**config.mk**
```make
export PLATFORM = sky130hd
export DESIGN_NAME = div_seq
export DESIGN_NICKNAME = d
export VERILOG_FILES = /design/src/rtl/div_pkg.sv /design/src/rtl/div_seq.sv
export SDC_FILE = /design/constraint.sdc
export NUM_CORES = 1
export LEC_CHECK = 0
export BUFFER_PORTS_ARGS = -buffer_cell sky130_fd_sc_hd__buf_2
export CAP_MARGIN = 15
export CORE_UTILIZATION = 54
export CTS_CLUSTER_DIAMETER = 120
export CTS_CLUSTER_SIZE = 10
export DETAILED_ROUTE_END_ITERATION = 12
export GPL_TIMING_DRIVEN = 0
export PLACE_DENSITY = 0.76
export SYNTH_ARGS = -nofsm -noshare
export SYNTH_HDL_FRONTEND = slang
export SYNTH_SLANG_ARGS = --single-unit
```
**constraint.sdc**
```tcl
create_clock -name clk -period 4.4 [get_ports clk]
set_clock_uncertainty 0.1 [all_clocks]
set_input_delay 0.66 -clock clk [delete_from_list [all_inputs] [get_ports clk]]
set_output_delay 0.66 -clock clk [all_outputs]
set_load 0.005 [all_outputs]
```
**src/rtl/div_pkg.sv**
```systemverilog
// -----------------------------------------------------------------------------
// div_pkg
//   Shared definitions for the sequential divider. The multiplier unit imports
//   the same package, so the state encoding and the default width live here.
//
//   DIV_WIDTH   : default operand/result width. The iteration count equals it.
//   div_state_t : 2-bit FSM encoding: IDLE, RUN, FIX, ZERO.
// -----------------------------------------------------------------------------
package div_pkg;

  localparam int DIV_WIDTH = 32;

  typedef enum logic [1:0] {
    IDLE = 2'd0,
    RUN  = 2'd1,
    FIX  = 2'd2,
    ZERO = 2'd3
  } div_state_t;

endpackage : div_pkg

```
**src/rtl/div_seq.sv**
```systemverilog
// -----------------------------------------------------------------------------
// div_seq
//   Sequential signed divider that executes MIPS DIV for the controller.
//   The divider uses magnitudes and a restoring algorithm: one quotient bit per
//   clock over WIDTH clocks, then one fix-up clock to apply the signs. Results
//   go to hi (remainder) and lo (quotient). The quotient truncates toward zero.
//   The remainder takes the dividend's sign.
//
// Ports
//   clk        in   1      system clock, rising edge
//   reset      in   1      asynchronous reset, active low
//   divControl in   1      start request, sampled only in IDLE
//   A          in   WIDTH  signed dividend, sampled with the start
//   B          in   WIDTH  signed divisor, sampled with the start
//   hi         out  WIDTH  remainder register
//   lo         out  WIDTH  quotient register
//   div0       out  1      one-cycle pulse: the divisor was zero
//   done       out  1      one-cycle pulse: hi/lo were updated this cycle
//   busy       out  1      high from the edge after the start until the
//                          done/div0 cycle ends
//   state      out  2      current FSM state, for observation
//
// Handshake
//   A request is accepted on a rising edge where state==IDLE and divControl==1.
//   A and B are captured on that same edge. Exactly one of done or div0 follows
//   later, as a single-cycle pulse. A request is ignored in RUN, FIX and ZERO.
//   Requests are not queued. If divControl stays high, the next operation
//   starts on the first IDLE edge after the pulse.
// -----------------------------------------------------------------------------
module div_seq
  import div_pkg::*;
#(
  parameter int WIDTH = DIV_WIDTH
) (
  input  logic             clk,
  input  logic             reset,
  input  logic             divControl,
  input  logic [WIDTH-1:0] A,
  input  logic [WIDTH-1:0] B,
  output logic [WIDTH-1:0] hi,
  output logic [WIDTH-1:0] lo,
  output logic             div0,
  output logic             done,
  output logic             busy,
  output div_state_t       state
);

  localparam int CW = $clog2(WIDTH);

  div_state_t       state_q;
  div_state_t       state_d;
  logic [CW-1:0]    counter;
  logic [WIDTH-1:0] abs_b;
  logic [WIDTH-1:0] rem;
  logic [WIDTH-1:0] quo;
  logic             sign_a;
  logic             sign_q;

  logic             start;
  logic             last_step;
  logic [WIDTH-1:0] abs_a_in;
  logic [WIDTH-1:0] abs_b_in;
  logic [WIDTH-1:0] rem_sh;
  logic [WIDTH:0]   trial;
  logic             ge;

  assign state = state_q;

  // ---------------------------------------------------------------------------
  // FSM: state register
  // ---------------------------------------------------------------------------
  always_ff @(posedge clk or negedge reset) begin
    if (!reset) state_q <= IDLE;
    else        state_q <= state_d;
  end

  // ---------------------------------------------------------------------------
  // FSM: next-state logic
  // ---------------------------------------------------------------------------
  always_comb begin
    state_d   = state_q;
    start     = 1'b0;
    last_step = (counter == CW'(WIDTH - 1));
    case (state_q)
      IDLE: begin
        start = divControl;
        if (divControl) state_d = (B == '0) ? ZERO : RUN;
      end
      RUN:     if (last_step) state_d = FIX;
      FIX:     state_d = IDLE;
      ZERO:    state_d = IDLE;
      default: state_d = IDLE;
    endcase
  end

  // ---------------------------------------------------------------------------
  // Operand magnitudes and one restoring step.
  // The magnitude of the most negative value is exact when treated as unsigned.
  // A remainder below |B| <= 2^(WIDTH-1) still fits in WIDTH bits after the
  // shift. The trial subtract keeps one extra bit, so its borrow gives the
  // compare result.
  // ---------------------------------------------------------------------------
  always_comb begin
    abs_a_in = A[WIDTH-1] ? (~A + 1'b1) : A;
    abs_b_in = B[WIDTH-1] ? (~B + 1'b1) : B;
    rem_sh   = {rem[WIDTH-2:0], quo[WIDTH-1]};
    trial    = {1'b0, rem_sh} - {1'b0, abs_b};
    ge       = ~trial[WIDTH];
  end

  // ---------------------------------------------------------------------------
  // Datapath and output registers
  // ---------------------------------------------------------------------------
  always_ff @(posedge clk or negedge reset) begin
    if (!reset) begin
      hi      <= '0;
      lo      <= '0;
      div0    <= 1'b0;
      done    <= 1'b0;
      busy    <= 1'b0;
      counter <= '0;
      abs_b   <= '0;
      rem     <= '0;
      quo     <= '0;
      sign_a  <= 1'b0;
      sign_q  <= 1'b0;
    end else begin
      done <= 1'b0;
      div0 <= 1'b0;
      case (state_q)
        IDLE: begin
          // During the done cycle the FSM is already in IDLE. Busy drops here
          // unless a new request starts on this same edge.
          busy <= start;
          if (start) begin
            abs_b   <= abs_b_in;
            quo     <= abs_a_in;
            rem     <= '0;
            sign_a  <= A[WIDTH-1];
            sign_q  <= A[WIDTH-1] ^ B[WIDTH-1];
            counter <= '0;
            div0    <= (B == '0);
          end
        end
        RUN: begin
          rem     <= ge ? trial[WIDTH-1:0] : rem_sh;
          quo     <= {quo[WIDTH-2:0], ge};
          counter <= counter + CW'(1);
        end
        FIX: begin
          lo   <= sign_q ? (~quo + 1'b1) : quo;
          hi   <= sign_a ? (~rem + 1'b1) : rem;
          done <= 1'b1;
        end
        ZERO: begin
          busy <= 1'b0;
        end
        default: begin
          busy <= 1'b0;
        end
      endcase
    end
  end

endmodule : div_seq

```
Word-level counts from Yosys, hierarchy flattened
Cells that the tools add are included.
{"block": "totals", "regBits": 172, "inputBits": 67, "wordCells": 59, "output_inout_bits": 69}
{"block": "classes", "eq_ne": 7, "mux": 20, "n_addsub": 6, "n_reduce_logical": 8, "bitwise_logic": 6}
{"operator": "2-to-1 mux 32 bit", "count": 7}
{"operator": "adder 32 x 1 -> 32 bit, second input constant", "count": 4}
{"operator": "NOT 32 bit", "count": 4}
{"operator": "one-hot mux 32 bit (2 select lines)", "count": 2}
{"operator": "subtractor 32 x 32 -> 33 bit", "count": 1}
{"operator": "zero test 32 bit", "count": 1}
{"operator": "one-hot mux 5 bit (2 select lines)", "count": 1}
{"operator": "2-to-1 mux 2 bit", "count": 3}
{"operator": "inequality test 2 bit, second input constant", "count": 3}
{"operator": "one-hot mux 2 bit (3 select lines)", "count": 1}
{"operator": "AND reduction 2 bit", "count": 3}
{"operator": "adder 5 x 1 -> 5 bit, second input constant", "count": 1}
{"operator": "== test 5 bit, second input constant", "count": 1}
{"operator": "2-to-1 mux 5 bit", "count": 1}
{"operator": "== test 2 bit, second input constant", "count": 2}
{"operator": "2-to-1 mux 1 bit", "count": 4}
{"operator": "nonzero test 2 bit", "count": 2}
{"operator": "== test 2 x 1 -> 1 bit, second input constant", "count": 1}
{"operator": "zero test 2 bit", "count": 1}
{"operator": "one-hot mux 1 bit (2 select lines)", "count": 1}
{"operator": "OR reduction 2 bit", "count": 1}
{"operator": "NOT 1 bit", "count": 1}
{"operator": "XOR 1 bit", "count": 1}

Logic depth before layout (Yosys ltp)
Gate-level depths: netlist of run 1.
{"block": "logic_depth", "ltp_word": 5, "depth_mapped": 14, "ltp_nobuf": 12}

Worst setup path after synthesis of run 1
No wires, ideal clock.
{"block": "synth_path", "path_type": "in2reg", "from": "input port B[3]", "to": "register abs_b[28]", "slack_ps": 1158, "arrival_time_ps": 3009, "setup_time_ps": 133, "cell_stages": 9, "cell_sequence": "or3_4 -> nor4_2 -> nand2_1 -> or3_1 -> or4_4 -> or3_4 -> o31ai_1 -> xor2_1 -> o21ai_0"}
{"block": "synth_between", "elab_chain_cells": 3}
{"item": "from (decl)", "line": "div_seq.sv:39", "source": "input logic [WIDTH-1:0] B,"}
{"item": "NOT 32 bit", "line": "div_seq.sv:105", "source": "abs_b_in = B[WIDTH-1] ? (~B + 1'b1) : B;"}
{"item": "adder 32 x 1 -> 32 bit", "line": "div_seq.sv:105"}
{"item": "2-to-1 mux 32 bit", "line": "div_seq.sv:105"}
{"item": "to (signal assigned)", "line": "div_seq.sv:136", "source": "abs_b <= abs_b_in;"}
{"item": "to (decl)", "line": "div_seq.sv:53", "source": "logic [WIDTH-1:0] abs_b;"}
No other way between the ends.
A chain may end at the register's enable or synchronous reset.

Final worst setup path of run 1
{"block": "layout_path", "from": "register abs_b[0]", "to": "register rem[29]"}
{"block": "layout_between", "elab_chain_cells": 3}
{"item": "subtractor 32 x 32 -> 33 bit", "line": "div_seq.sv:107", "source": "trial = {1'b0, rem_sh} - {1'b0, abs_b};"}
{"item": "2-to-1 mux 32 bit", "line": "div_seq.sv:146", "source": "rem <= ge ? trial[WIDTH-1:0] : rem_sh;"}
{"item": "one-hot mux 32 bit (2 select lines)", "line": "div_seq.sv:130", "source": "case (state_q)"}
{"item": "to (signal assigned)", "line": "div_seq.sv:146"}
{"item": "to (decl)", "line": "div_seq.sv:54", "source": "logic [WIDTH-1:0] rem;"}
No other way between the ends.

==> flow_summary.yaml, run 1 <==
global_route:
  grt_max_degree: 111
  antenna_found_initial: 0
  grt_pass1_vias: 9217
  grtUsageMet1_pct: 40.8
  use_met3_pct: 4.64
  grt.busiest_layer: "met2"
  grt_pass1_wl_mm: 47.2
  track_usage_pct: 27.7
  grt_overflow_total: 0
  use_met2_pct: 42.0
final_layout:
  drive_gt1_share_pct: 13.8
  final_area_mm2: 0.0128
  utilization_pct: 63.0
  final_common_cell: "dfrtp_1"
  antenna_cells: 0
  nFillCells: 1750
  area_growth_pct: 14.7
  layout.nets: 1569
  mostFrequentLayoutCells: "dfrtp_1 (172), nand2_1 (151), buf_2 (137)"
worst_setup_path:
  endpoint_kind: "flop"
  worstSetupPathType: "flop to flop"
  start_kind: "flop"
  worstPathArrival_ns: 4.31
  worstPathRequired_ns: 4.67
  path_max_fanout: 10
yosys:
  seq_area_frac_synth_pct: 38.7
  ys_types: 65
  synth_edf_count: 0
  syn_area_per_cell_um2: 8.54
  syn_inst: 1303
  ys_ff_latch: 172
  synth_nets: 1414
  synthFlopType: "dfrtp_1"
  synthArstFlopShare_pct: 100
  yosys_warnings: 0
  syn_area_mm2: 0.0111
placement:
  gp_congestion: 0.966
  io_buffers: 135
  placed_area_mm2: 0.0122
  dp_hpwl_mm: 22.2
job:
  max_cap_viol_count: 0
floorplanning:
  start_util_pct: 55.0
  coreArea_mm2: 0.0202
  die-area_mm2: 0.0212
  die_w_um: 146
  fp.dieH_um: 146
  io_pins: 136
  num_rows: 52
pwr:
  switchingPower_mw: 4.83
  pwr-share-clk_pct: 14.6
  power_density_mw_per_mm2: 793
  seqPwrFrac_pct: 29.3
  power_switching_share_pct: 47.8
  power.share.combinational_pct: 56.1
  p_leak_nw: 6.01
  p_int_mw: 5.28
  ir_drop_uv: 336
cts:
  clk_latency_ns: 0.44
  root_buffer: "clkbuf_16"
  cts_tree: "yes"
  clk_path_buf_depth: 2
  post_cts.repair.setup_buffers: 0
  cts_num_sinks: 172
  cts-resized-gates: 0
  h-tree-depth: 4
  cts-buffers-inserted: 17
  cts.clk_slew.worst_paths_ns: 0.07
  cts_hold_buf: 0
sta:
  finalSetupTns_ns: 0
  period_needed_ns: 4.04
  finalCritPeriodShare_pct: 91.7
  fmax_ghz: 0.248
  setup_viol: 0
  rsz0062_at_grt: "no"
  slew_headroom_pct: 55.4
  hold_viol_final: 0
  final_max_slew_viol_count: 0
  worst_pin_slew_ns: 0.669
detailed_routing:
  ant_nets: 0
  vias: 10000
  route.detailed.drc: 0
  wl_mm: 28.9
  drtIter0Drc: 639
  drtPass1Iterations: 5
  avgViaCountPerCell: 5.76
  wire_per_inst_um: 16.6
min_path:
  hold_path.class: "input port to asynchronous set/reset pin"
run_status:
  status: "complete, no violations"
[registers in the layout (all words and copies together) (netlist names)]
signal,cells
hi,32
abs_b,32
quo,32
done,1
counter,5
sign_q,1
state,2
div0,1
lo,32
busy,1
rem,32
sign_a,1
[final timing paths]
check / from / endpoint / cells past startpoint / slack [ns]
max: abs_b[0] / rem[29] / 13 / 0.36
max in group asynchronous: reset / quo[6] / 2 / 3.26
min in group clk: abs_b[13] / abs_b[13] / 2 / 0.38
min: reset / hi[13] / 1 / 0.04
min reg2reg: abs_b[13] / abs_b[13] / 2 / 0.38
max reg2reg: abs_b[0] / rem[29] / 13 / 0.36
[metrics by stage]
stage | hold slack, ns | std cells | power, mW | setup slack (ns)
after floorplan | 0.264 | 1303 | 6.91 | 1.16
after global placement | 0.362 | 1708 | 8.40 | -0.0369
after detailed placement | 0.371 | 1709 | 8.55 | 0.256
after CTS | 0.0610 | 1741 | 10.1 | 0.232
after global routing | 0.0786 | 1741 | 10.9 | 0.179
final | 0.0427 | 1741 | 10.1 | 0.364
[area by class of cell]
cell class	count	area, µm²	share of cell area (%)
multi-input combinational	1010	6340	49.7
sequential	172	4300	33.7
timing repair buffer	136	713	5.59
clock buffer	17	425	3.33
tap	270	338	2.65
buffer	71	304	2.38
inverter	50	188	1.47
clock inverter	15	149	1.17
[worst max-delay path: stages, from the launching register on]
cell       delay, ns
dfrtp_1         0.45
ha_1            0.24
fa_1            0.41
nor2b_1         0.22
o2111ai_1       0.17
nand3_1         0.17
nand3_1         0.21
a311oi_2        0.46
a31oi_1         0.22
o31ai_1         0.48
buf_2           0.35
buf_2           0.26
nand3_1         0.12
nand2_1         0.10
[kinds of logic after synthesis]
kind of cell / Yosys count / share of synthesized area (%)
buffers and inverters: 121 / 4.42
flip-flops: 172 / 38.7
AO/OA/AOI/OAI: 359 / 19.6
XOR/XNOR: 146 / 11.5
adder cells (fa/ha/maj): 44 / 5.02
multiplexers: 19 / 1.78
AND/OR/NAND/NOR: 442 / 19.0
[Yosys cell counts, types with 8 or more instances]
library cell	number	share of area, %
a21o_1	20	1.3
a21oi_1	114	5.1
a31oi_1	8	0.45
clkbuf_1	57	1.9
dfrtp_1	172	39
ha_1	43	4.8
inv_1	50	1.7
mux2i_1	13	1.2
nand2_1	151	5.1
nand2b_1	8	0.45
nand3_1	80	3.6
nand4_1	8	0.45
nor2_1	112	3.8
nor3_1	8	0.36
o21ai_0	117	5.3
o31ai_1	43	2.9
o41ai_1	13	1.0
or3_1	13	0.73
or4_1	19	1.3
xnor2_1	33	2.6
xor2_1	113	8.9
[power by group through the flow]
stage	Sequential, mW	Combinational (mW)	Clock (mW)
after floorplan	2.79	4.11	0
after global placement	2.94	5.46	0
after detailed placement	2.96	5.59	0
after CTS	2.94	5.64	1.48
after global routing	3.05	6.32	1.56
final	2.96	5.68	1.48
[per-layer routing]
layer	vias to the layer above	share of wire (%)
met5	-	0
met4	0	1.2
met3	29	6.8
met2	345	44
met1	4725	48
li1	4927	-
(Power assumes the default switching activity.)
==> inputs of run 2 (changes only) <==
Settings changed: RECOVER_POWER set to 50.
==> run 2 against run 1 <==
Effect of this change:
- the flow now finishes with violations (max-capacitance violations, max-slew violations)
- die area did not move
- maximum frequency fell by 0.16%
- clock power barely moved
- global-route usage did not move
- design area fell by 0.15%
- routed wire length barely moved
==> flow_summary.yaml, run 2 (synthesis gave the netlist of run 1 again) <==
cts:
  cts_num_sinks: 172
  cts_tree: "yes"
  cts-buffers-inserted: 17
  clk_latency_ns: 0.44
  post_cts.repair.setup_buffers: 0
  h-tree-depth: 4
  cts.clk_slew.worst_paths_ns: 0.07
  root_buffer: "clkbuf_16"
  clk_path_buf_depth: 2
pwr:
  ir_drop_uv: 337
  p_leak_nw: 5.99
  power_density_mw_per_mm2: 793
worst_setup_path:
  critPathLaunch: "abs_b[0]"
  start_kind: "flop"
  path_cells: "ha_1 > fa_1 > nor2b_1 > o2111ai_1 > nand3_1 > nand3_1 > a311oi_2 > a31oi_1 > o31ai_1 > buf_2 > buf_2 > nand3_1 > nand3_1"
  critical_path.most_common_cell: "nand3_1"
  critPathSlowestCell: "o31ai_1"
  r2r_setup_slack_ns: 0.36
  path_max_fanout: 10
  crit_path_end: "rem[23]"
  ff2ff_path_depth: 13
  endpoint_kind: "flop"
  path_buf_inv: 2
  worstSetupPathType: "flop to flop"
  rr_endpoint: "rem[23]"
  worstPathArrival_ns: 4.32
  crit_family: "compound AO/OA/AOI/OAI gates"
  crit_cells: 13
  r2r_start: "abs_b[0]"
  worstPathRequired_ns: 4.67
  critPathMaxStageDelay_ns: 0.49
placement:
  dp_hpwl_mm: 22.2
  gp_congestion: 0.966
  placed_area_mm2: 0.0122
  dp_cells: 1709
  io_buffers: 135
detailed_routing:
  vias: 10000
  wl_mm: 28.8
  drtIter0Drc: 666
  avgViaCountPerCell: 5.76
  wire_per_inst_um: 16.6
  route.detailed.drc: 0
  ant_nets: 0
  drtPass1Iterations: 5
global_route:
  antenna_found_initial: 0
  grt.busiest_layer: "met2"
  track_usage_pct: 27.7
  grt_pass1_wl_mm: 47.2
  grtUsageMet1_pct: 40.8
  grt_max_degree: 111
  grt_pass1_vias: 9217
  grt_overflow_total: 0
  use_met2_pct: 42.0
  use_met3_pct: 4.64
sta:
  fmax_ghz: 0.247
  final_max_slew_viol_count: 63
  finalCritPeriodShare_pct: 91.9
  rsz0062_at_grt: "no"
  slew_headroom_pct: -122
  worst_pin_slew_ns: 3.33
  hold_viol_final: 0
  period_needed_ns: 4.04
  setup_viol: 0
floorplanning:
  coreArea_mm2: 0.0202
  start_util_pct: 55.0
  die_w_um: 146
  num_rows: 52
  fp.dieH_um: 146
  die-area_mm2: 0.0212
  io_pins: 136
final_layout:
  final_common_cell: "dfrtp_1"
  area_growth_pct: 14.5
  layout.nets: 1569
  nFillCells: 1755
  final_area_mm2: 0.0127
  instances_no_fill: 1741
  antenna_cells: 0
  mostFrequentLayoutCells: "dfrtp_1 (172), nand2_1 (151), buf_2 (131)"
  drive_gt1_share_pct: 13.3
job:
  max_cap_viol_count: 1
run_status:
  violations: "max-capacitance violations, max-slew violations"
  status: "finished, violations left"
min_path:
  hold_path.class: "flop to flop"
-- run 2: metal layers --
layer  vias to the layer above  part of all wire [%]  wire length [µm]
li1                       4930                     -                 -
met1                      4732                    48             13900
met2                       334                    44             12700
met3                        28                   6.5              1870
met4                         0                   1.3               378
met5                         -                     0                 0
-- run 2: power breakdown --
group | switching [mW] | internal (mW)
sequential | 0.683 | 2.28
combinational | 3.42 | 2.25
clock | 0.716 | 0.755
-- run 2: per-stage QoR --
| step | setup WS [ns] | utilization [%] | hold WS, ns | TNS (ns) | power [mW] |
|---|---|---|---|---|---|
| 2_1_floorplan | 1.16 | - | 0.264 | 0 | 6.91 |
| 3_3_place_gp | -0.0369 | 60.0 | 0.362 | -3.51 | 8.40 |
| 3_5_place_dp | 0.256 | 60.2 | 0.371 | 0 | 8.55 |
| 4_1_cts | 0.232 | 63.0 | 0.0610 | 0 | 10.1 |
| 5_1_grt | 0.179 | 63.0 | 0.409 | 0 | 10.9 |
| 6_report | 0.357 | 63.0 | 0.384 | 0 | 10.1 |
-- run 2: worst min path at each step --
stage	slack (ns)	end	from	cells past startpoint
after global placement	0.36	abs_b[31]	abs_b[31]	2
final	0.38	abs_b[13]	abs_b[13]	2
after floorplan	0.26	abs_b[0]	reset	0
after detailed placement	0.37	abs_b[4]	abs_b[4]	2
after global routing	0.41	abs_b[4]	abs_b[4]	2
after CTS	0.06	hi[28]	reset	1
-- run 2: final cells by class --
class | count | area, µm² | share of cell area (%)
Timing Repair Buffer | 136 | 694 | 5.45
Multi-Input combinational cell | 1010 | 6340 | 49.7
Buffer | 71 | 304 | 2.39
Inverter | 50 | 188 | 1.47
Clock buffer | 17 | 425 | 3.34
Sequential cell | 172 | 4300 | 33.8
Tap cell | 270 | 338 | 2.65
Clock inverter | 15 | 149 | 1.17
-- run 2: timing repair --
action / in CTS / in global routing
endpoints found under the setup margin: 0 / 20
gates resized for setup: 0 / 1
hold buffers: 0 / 0
-- run 2: worst register-to-register path, cell delays in order, from the launching register on --
cell and delay [ns]:
dfrtp_1 0.45, ha_1 0.24, fa_1 0.41, nor2b_1 0.22, o2111ai_1 0.16, nand3_1 0.17
nand3_1 0.21, a311oi_2 0.46, a31oi_1 0.22, o31ai_1 0.49, buf_2 0.35, buf_2 0.26
nand3_1 0.12, nand3_1 0.10
